**config.mk**
```make
export PLATFORM = sky130hd
export DESIGN_NAME = fp_bcd_out
export DESIGN_NICKNAME = d
export VERILOG_FILES = /design/src/rtl/fp_bcd_out.sv
export SDC_FILE = /design/constraint.sdc
export NUM_CORES = 1
export LEC_CHECK = 0
export BUFFER_PORTS_ARGS = -buffer_cell sky130_fd_sc_hd__buf_2
export CORE_ASPECT_RATIO = 0.5
export CORE_UTILIZATION = 64
export DETAILED_ROUTE_END_ITERATION = 10
export PLACE_DENSITY = 0.95
export SYNTH_ARGS = -nofsm -noshare
export SYNTH_HDL_FRONTEND = slang
export SYNTH_SLANG_ARGS = --single-unit
export TNS_END_PERCENT = 50
```
**constraint.sdc**
```tcl
create_clock -name clk -period 5.45 [get_ports clk]
set_input_delay 1.09 -clock clk [delete_from_list [all_inputs] [get_ports clk]]
set_output_delay 1.09 -clock clk [all_outputs]
set_load 0.1 [all_outputs]
```
**src/rtl/fp_bcd_out.sv**
```systemverilog
// Converts one project floating-point word (s, 7-bit e, 15-bit m) into a signed
// 5-digit BCD integer part with status flags: bit-serial shift, then double dabble.
module fp_bcd_out (
    input  logic        clk,
    input  logic        reset,
    input  logic        start,
    input  logic        in_s,
    input  logic [6:0]  in_e,
    input  logic [14:0] in_m,
    output logic        busy,
    output logic        done,
    output logic [19:0] bcd,
    output logic        neg,
    output logic        zero_flag,
    output logic        inf_flag,
    output logic        overflow_flag,
    output logic        inexact_flag
);

    typedef enum logic [2:0] {IDLE, CLASSIFY, SHIFT, BCD, DONE} state_t;

    localparam logic [6:0]  E_ZERO  = 7'h40;
    localparam logic [6:0]  E_INF   = 7'h3F;
    localparam logic [19:0] BCD_SAT = 20'h99999;
    localparam logic [16:0] ACC_MAX = 17'd99999;

    state_t      state;
    state_t      state_next;
    logic        s_q;
    logic [6:0]  e_q;
    logic [14:0] m_q;
    logic [16:0] acc;
    logic [16:0] acc_shift;
    logic [4:0]  cnt;
    logic        left_q;
    logic        inexact_q;
    logic [19:0] dd;
    logic [19:0] dd_adj;
    logic [19:0] dd_next;
    logic        is_special;

    // Cases resolved entirely in CLASSIFY: zero/inf codes, negative e, e >= 17.
    assign is_special = (e_q == E_ZERO) || (e_q == E_INF) || e_q[6] || (e_q > 7'd16);

    always_ff @(posedge clk) begin
        if (reset) state <= IDLE;
        else       state <= state_next;
    end

    always_comb begin
        state_next = state;
        acc_shift  = left_q ? {acc[15:0], 1'b0} : {1'b0, acc[16:1]};
        dd_adj     = dd;
        for (int i = 0; i < 5; i++) begin
            if (dd[4*i +: 4] >= 4'd5) dd_adj[4*i +: 4] = dd[4*i +: 4] + 4'd3;
        end
        dd_next = {dd_adj[18:0], acc[16]};
        busy    = (state == CLASSIFY) || (state == SHIFT) || (state == BCD);
        done    = (state == DONE);
        case (state)
            IDLE:     if (start) state_next = CLASSIFY;
            CLASSIFY: begin
                if (is_special)          state_next = DONE;
                else if (e_q == 7'd14)   state_next = BCD;
                else                     state_next = SHIFT;
            end
            SHIFT: begin
                if (cnt == 5'd1) state_next = (acc_shift > ACC_MAX) ? DONE : BCD;
            end
            BCD:      if (cnt == 5'd16) state_next = DONE;
            DONE:     state_next = IDLE;
            default:  state_next = IDLE;
        endcase
    end

    always_ff @(posedge clk) begin
        if (reset) begin
            s_q           <= 1'b0;
            e_q           <= '0;
            m_q           <= '0;
            acc           <= '0;
            cnt           <= '0;
            left_q        <= 1'b0;
            inexact_q     <= 1'b0;
            dd            <= '0;
            bcd           <= '0;
            neg           <= 1'b0;
            zero_flag     <= 1'b0;
            inf_flag      <= 1'b0;
            overflow_flag <= 1'b0;
            inexact_flag  <= 1'b0;
        end else begin
            case (state)
                IDLE: begin
                    if (start) begin
                        s_q           <= in_s;
                        e_q           <= in_e;
                        m_q           <= in_m;
                        neg           <= 1'b0;
                        zero_flag     <= 1'b0;
                        inf_flag      <= 1'b0;
                        overflow_flag <= 1'b0;
                        inexact_flag  <= 1'b0;
                    end
                end
                CLASSIFY: begin
                    if (e_q == E_ZERO) begin
                        zero_flag <= 1'b1;
                        bcd       <= '0;
                    end else if (e_q == E_INF) begin
                        inf_flag <= 1'b1;
                        bcd      <= BCD_SAT;
                        neg      <= ~s_q;
                    end else if (e_q[6]) begin
                        bcd          <= '0;
                        inexact_flag <= (m_q != 15'd0);
                    end else if (e_q > 7'd16) begin
                        overflow_flag <= 1'b1;
                        bcd           <= BCD_SAT;
                        neg           <= ~s_q;
                    end else begin
                        acc       <= {2'b00, m_q};
                        left_q    <= (e_q > 7'd14);
                        cnt       <= (e_q > 7'd14) ? (e_q[4:0] - 5'd14) : (5'd14 - e_q[4:0]);
                        inexact_q <= 1'b0;
                        dd        <= '0;
                    end
                end
                SHIFT: begin
                    acc <= acc_shift;
                    cnt <= cnt - 5'd1;
                    if (!left_q && acc[0]) inexact_q <= 1'b1;
                    // Only left shifts can push the integer part past 99999.
                    if (cnt == 5'd1 && acc_shift > ACC_MAX) begin
                        overflow_flag <= 1'b1;
                        bcd           <= BCD_SAT;
                        neg           <= ~s_q;
                    end
                end
                BCD: begin
                    dd  <= dd_next;
                    acc <= {acc[15:0], 1'b0};
                    cnt <= cnt + 5'd1;
                    if (cnt == 5'd16) begin
                        bcd          <= dd_next;
                        neg          <= ~s_q & (dd_next != 20'd0);
                        inexact_flag <= inexact_q;
                    end
                end
                default: ;
            endcase
        end
    end

endmodule
```
==> results of run 1 <==
-- kinds of logic (layout without fill, tap and decap cells) --
group	after synthesis	in the layout
AOI/OAI and AO/OA	189	189
xor gates and xnor gates	9	9
adders and majority gates	17	17
buffers and inverters	62	91
DFF	95	95
muxes	19	19
and+or+nand+nor	263	263
-- critical path, delay by kind of cell (launching register included) --
kind | cells | cell delay [ns]
buffers and inverters | 1 | 0.43
DFF | 1 | 0.75
and+or+nand+nor | 2 | 0.31
-- cell usage after synthesis, drive strengths merged, types with 4 or more instances --
library cell	count
nand2	97
clkbuf	35
or3	5
nand3b	5
a21o	5
a21oi	83
nor3b	10
a22oi	7
nor3	12
ha	17
and3	4
nand3	30
o211ai	15
o21ai	43
xnor2	7
buf	8
a211oi	7
mux2i	19
nand2b	11
a2111oi	4
nor2	64
inv	19
nor4	6
a31oi	6
and2	5
a311oi	4
dfxtp	95
-- where the power goes --
| part | leakage [nW] | internal, mW | switching, mW |
|---|---|---|---|
| clock | 0.151 | 0.375 | 0.254 |
| sequential | 0.772 | 0.830 | 0.154 |
| combinational | 1.24 | 0.404 | 1.05 |
-- registers in the layout (all words and copies together), names as in the netlist --
register	count
inexact_q	1
overflow_flag	1
neg	1
inf_flag	1
dd	20
acc	17
state	3
left_q	1
e_q	7
s_q	1
inexact_flag	1
bcd	20
cnt	5
m_q	15
zero_flag	1
-- per-layer routing --
metal / up-vias / part of all wire / GRT usage
met5: - / 0 / 0
met4: 0 / 0.028 / 0.129
met3: 37 / 0.055 / 0.0735
met2: 157 / 0.48 / 0.518
met1: 2338 / 0.44 / 0.366
li1: 2364 / - / -
-- through the flow --
| step | utilization | instance area, µm² | hold slack, ns | setup slack [ns] | std cells |
|---|---|---|---|---|---|
| 6_report | 0.749 | 5610 | 0.455 | 2.53 | 791 |
| 5_1_grt | 0.749 | 5610 | 0.483 | 2.38 | 791 |
| 4_1_cts | 0.749 | 5610 | 0.457 | 2.54 | 791 |
| 3_5_place_dp | 0.709 | 5310 | 0.447 | 2.72 | 776 |
| 3_3_place_gp | 0.709 | 5310 | 0.439 | 2.71 | 776 |
| 2_1_floorplan | - | 5060 | 0.437 | 2.10 | 654 |
-- worst max path at each step --
stage | startpoint | endpoint | slack, ns | cells past startpoint
5_1_grt | state[1] | busy | 2.38 | 3
4_1_cts | state[1] | busy | 2.54 | 3
3_3_place_gp | reset | cnt[4] | 2.71 | 4
2_1_floorplan | state[0] | busy | 2.10 | 4
3_5_place_dp | reset | cnt[4] | 2.72 | 4
6_report | state[1] | busy | 2.53 | 3
-- layout make-up --
type,count,area [µm²],area share
clock buffers,11,253,0.0451
inverters,19,71.3,0.0127
flip-flops and latches,95,1900,0.339
multi-input cells,497,2900,0.518
well taps,108,135,0.0241
repair buffers,57,298,0.0531
clock inverters,4,45.0,0.00804
==> reports/qor.csv, run 1 <==
metric,value,unit
status,completed,
num rows,22,
clk sinks,95,
Synth area leader,dfxtp_1,
most frequent cells in the layout,"97 x nand2_1, 95 x dfxtp_1, 83 x a21oi_1",
"most common cell after layout, fill and taps aside",nand2_1,
total track usage,0.302,
slew at the pin closest to its max-slew limit,1.08,ns
Final min period,2.92,ns
ys flop type,dfxtp_1,
# DRC,0,
CTS tree,done,
Post-Syn Nets,697,
"top cells by area, synth","dfxtp_1 38%, a21oi_1 8.2%, nand2_1 7.2%",
type of origin of the critical path,register,
Core Region,7490,µm²
CP peak stage delay,0.75,ns
Setup crit end kind,output port,
Fmax,342,MHz
cts repair resizes,0,
hold buffers post-CTS,0,
Hold Path Stages,2,
postcts setup bufs,0,
routed vias/inst,6.19,
Final Hold Violating Endpoints,0,
later-pin clock latency in the skew report,0.34,ns
Pre-antenna DRT Iters,5,
CP dominant cell by count,nor2_1,
period utilization,0.536,
Synthesis Warnings,0,
r2r startpoint,e_q[0],
Mapped Cells,654,
placer congestion estimate,0.868,
IO Count,53,
Compound-Gate Fraction of Synth Area,0.233,
first-pass GRT wire length,19900,µm
die width,128,µm
pin count of the biggest net entering global routing,57,
Post-Synth Adder-Cell Area,0.0420,
area growth from synthesis to layout,10.8,%
PwrDens,546,nW/µm²
CP max stage cell,dfxtp_1,
Chip Height,64.9,µm
Initial Utilization,0.676,
Yosys reg bits,95,
HPWL after DPL,7860,µm
root buffer cell,clkbuf_16,
reg2reg end,bcd[2],
Yosys cell types,58,
WL final,12000,µm
Final ANT Viol Nets,0,
vias post-DR,4896,
diode count,0,
"Critical Path, Cell by Cell",nor2_1 -> nor2_1 -> buf_2,
Post-synth EDFFs,0,
fillers,572,
clk buf depth,2,
LEAKAGE,2.16,nW
vias in the first global route,4341,
Pwr Total,3.06,mW
Reg2Reg Depth,8,
Synth Area in XOR/XNOR,0.0156,
min-delay src,bcd[0],
Yosys top cell area share,0.376,
ys async rst share,0,
multiplexer share of the synthesized area,0.0376,
RSZ-0062 raised after global routing,no,
die area,8290,µm²
simple-gate share of the synthesized area,0.243,
Slew HR,0.276,
initial DRC count,334,
Max-Cap Viols,0,
"critical path fanouts, max",21,
"Reg clk slew, reported paths",0.06,ns
initial antenna violation count,0,
Port Buffers,52,
Routed wire per std cell,15.2,µm
sequential fraction of the synthesis area,0.376,
overflow left after global routing,0,
Max Slew Vio Count,0,
register-to-register setup slack,2.82,ns
H-tree depth,3,
crit path DAT,1.83,ns
Worst Path Required,4.36,ns
Mapped Area,5060,µm²
Hold EP,bcd[0],
post-synthesis area per instance,7.74,µm²
Final nets,722,
VDD IR-drop max,0.000280,V
clock skew,0.00528,ns
hold crit path type,register to register,
Num CTS Buffers,9,
critical path class,register to output port,
largest family of logic cells by synthesized area,simple AND/OR/NAND/NOR gates,
setup tns final,0,ns
ratio of cells with drive above 1 in the final layout,0.124,
Final setup viols,0,
No activity file was read; power rests on OpenSTA's default activity.
==> run 2, diff against run 1 <==
Settings changed: CORE_UTILIZATION 64 to 53, PLACE_DENSITY 0.95 to 0.85.
Clock period 5.45 ns to 2.4 ns, I/O delays scaled along.
==> reports/qor.csv, run 2 (synthesized netlist as in run 1, its figures left out) <==
metric,value,unit,change
Fmax,436,MHz,
clock skew,0.00555,ns,was 0.00528 ns
H-tree depth,3,,unchanged
routed vias/inst,5.94,,was 6.19
clk sinks,95,,unchanged
overflow left after global routing,0,,unchanged
# placed instances,805,,was 776
reg2reg end,acc[2],,was bcd[2]
Hold EP,m_q[2],,was bcd[0]
Slew HR,0.551,,was 0.276
Worst Path Required,1.92,ns,was 4.36 ns
"delay-heaviest family, CP",buffers and inverters,,was flip-flops
Final Hold Violating Endpoints,0,,unchanged
IO Count,53,,unchanged
type of origin of the critical path,register,,unchanged
Chip Height,71.1,µm,was 64.9 µm
vias in the first global route,4489,,was 4341
PwrDens,1270,nW/µm²,was 546 nW/µm²
Routed wire per std cell,15.4,µm,was 15.2 µm
num rows,24,,was 22
hold buffers post-CTS,0,,unchanged
Core Region,8980,µm²,was 7490 µm²
die area,9970,µm²,was 8290 µm²
Final Hold Slack,0.368,ns,was 0.455 ns
Final nets,743,,was 722
register-to-register setup slack,0.11,ns,was 2.82 ns
met2 wire len,5980,µm,was 5770 µm
"Reg clk slew, reported paths",0.06,ns,about the same
number of buffers and inverters on the critical path,2,,was 1
Pre-antenna DRT Iters,5,,unchanged
Port Buffers,52,,unchanged
ratio of cells with drive above 1 in the final layout,0.153,,was 0.124
# DRC,0,,unchanged
Top Registers,"bcd: 20 flops, dd: 20 flops, acc: 17 flops",,unchanged
Pint,3.97,mW,was 1.61 mW
crit path DAT,1.82,ns,was 1.83 ns
Pwr Total,7.39,mW,was 3.06 mW
clk buf depth,2,,unchanged
later-pin clock latency in the skew report,0.35,ns,was 0.34 ns
Initial Utilization,0.564,,was 0.676
first-pass GRT wire length,21200,µm,was 19900 µm
met3 wire len,758,µm,was 664 µm
clock power share,0.205,,about the same
Setup crit end kind,output port,,unchanged
Final setup viols,0,,unchanged
CTS tree,done,,unchanged
total track usage,0.266,,was 0.302
switching share of power,0.462,,was 0.475
WL final,12700,µm,was 12000 µm
"Critical Path, Cell by Cell",buf_4 -> nor2_1 -> and2_1 -> buf_2,,was nor2_1 -> nor2_1 -> buf_2
Seq pwr share,0.297,,was 0.321
HPWL after DPL,8540,µm,was 7860 µm
"most common cell after layout, fill and taps aside",nand2_1,,unchanged
root buffer cell,clkbuf_16,,unchanged
most frequent cells in the layout,"97 x nand2_1, 94 x dfxtp_1, 83 x a21oi_1",,"was 97 x nand2_1, 95 x dfxtp_1, 83 x a21oi_1"
CP max stage cell,buf_2,,was dfxtp_1
hold crit path type,input pin to register,,was register to register
status,completed,,unchanged
die width,140,µm,was 128 µm
"critical path fanouts, max",15,,was 21
area growth from synthesis to layout,15.2,%,was 10.8%
placer congestion estimate,0.910,,was 0.868
critical path class,register to output port,,unchanged
top routing layer in use,met4,,unchanged
Num CTS Buffers,9,,unchanged
diode count,0,,unchanged
vias post-DR,4875,,was 4896
Post-Layout Cell Count,821,,was 791
CP peak stage delay,0.42,ns,was 0.75 ns
slew at the pin closest to its max-slew limit,0.668,ns,was 1.08 ns
r2r startpoint,e_q[0],,unchanged
Reg2Reg Depth,9,,was 8
Max Slew Vio Count,0,,unchanged
period utilization,0.957,,
LEAKAGE,2.27,nW,was 2.16 nW
Comb power frac,0.498,,was 0.474
pin count of the biggest net entering global routing,40,,was 57
VDD IR-drop max,0.000560,V,was 0.000280 V
Final min period,2.30,ns,
final cell utilization of the core,0.649,,was 0.749
sw power,3.41,mW,was 1.45 mW
cts repair resizes,0,,unchanged
initial antenna violation count,0,,unchanged
Final ANT Viol Nets,0,,unchanged
Max-Cap Viols,0,,unchanged
M1 WL,5700,µm,was 5270 µm
postcts setup bufs,0,,unchanged
min-delay src,in_m[2],,was bcd[0]
initial DRC count,394,,was 334
Hold Path Stages,3,,was 2
==> run 2: worst register-to-register path: stages (launching register included) <==
cell and delay (ns):
dfxtp_1 0.31, inv_1 0.09, ha_1 0.15, or3b_4 0.42, a211oi_4 0.29, a21oi_1 0.14, or2_1 0.35, buf_4 0.24
nand2_1 0.10, a21oi_1 0.07
==> run 2: per-stage QoR <==
| step | TNS [ns] | instance area, µm² | setup WS [ns] |
|---|---|---|---|
| CTS | 0 | 5810 | 0.0371 |
| global route | -0.00718 | 5830 | -0.00718 |
| finish | 0 | 5830 | 0.104 |
| detailed placement | 0 | 5500 | 0.0611 |
| floorplan | 0 | 5060 | 0.116 |
| global placement | 0 | 5500 | 0.130 |
==> run 2: how the worst max path moves through the flow <==
stage / from / endpoint / slack (ns) / cells after the start
floorplan: state[0] / busy / 0.12 / 4
global placement: e_q[0] / bcd[12] / 0.13 / 8
detailed placement: e_q[0] / bcd[10] / 0.06 / 8
CTS: e_q[0] / bcd[18] / 0.04 / 8
global route: e_q[0] / bcd[0] / -0.007 / 8
finish: state[1] / done / 0.10 / 4
==> run 2: cell type report <==
class / count / area, µm²
inverter: 19 / 71.3
tap: 117 / 146
multi-input combinational: 498 / 2920
fill: 777 / 3150
clock inverter: 4 / 70.1
timing repair buffer: 77 / 475
clock buffer: 11 / 243
sequential: 95 / 1900
==> run 2: routing by layer <==
metal / GRT usage / vias up
met2: 0.451 / 188
li1: - / 2399
met1: 0.336 / 2259
met3: 0.0589 / 29
met5: 0 / -
met4: 0.100 / 0
==> run 2: power by group through the flow <==
stage	logic, mW	clock network, mW	registers, mW
after detailed placement	3.56	0	2.22
after global routing	3.97	1.60	2.23
final	3.68	1.52	2.19
after CTS	3.59	1.53	2.18
after global placement	3.51	0	2.20
after floorplan	2.17	0	2.78
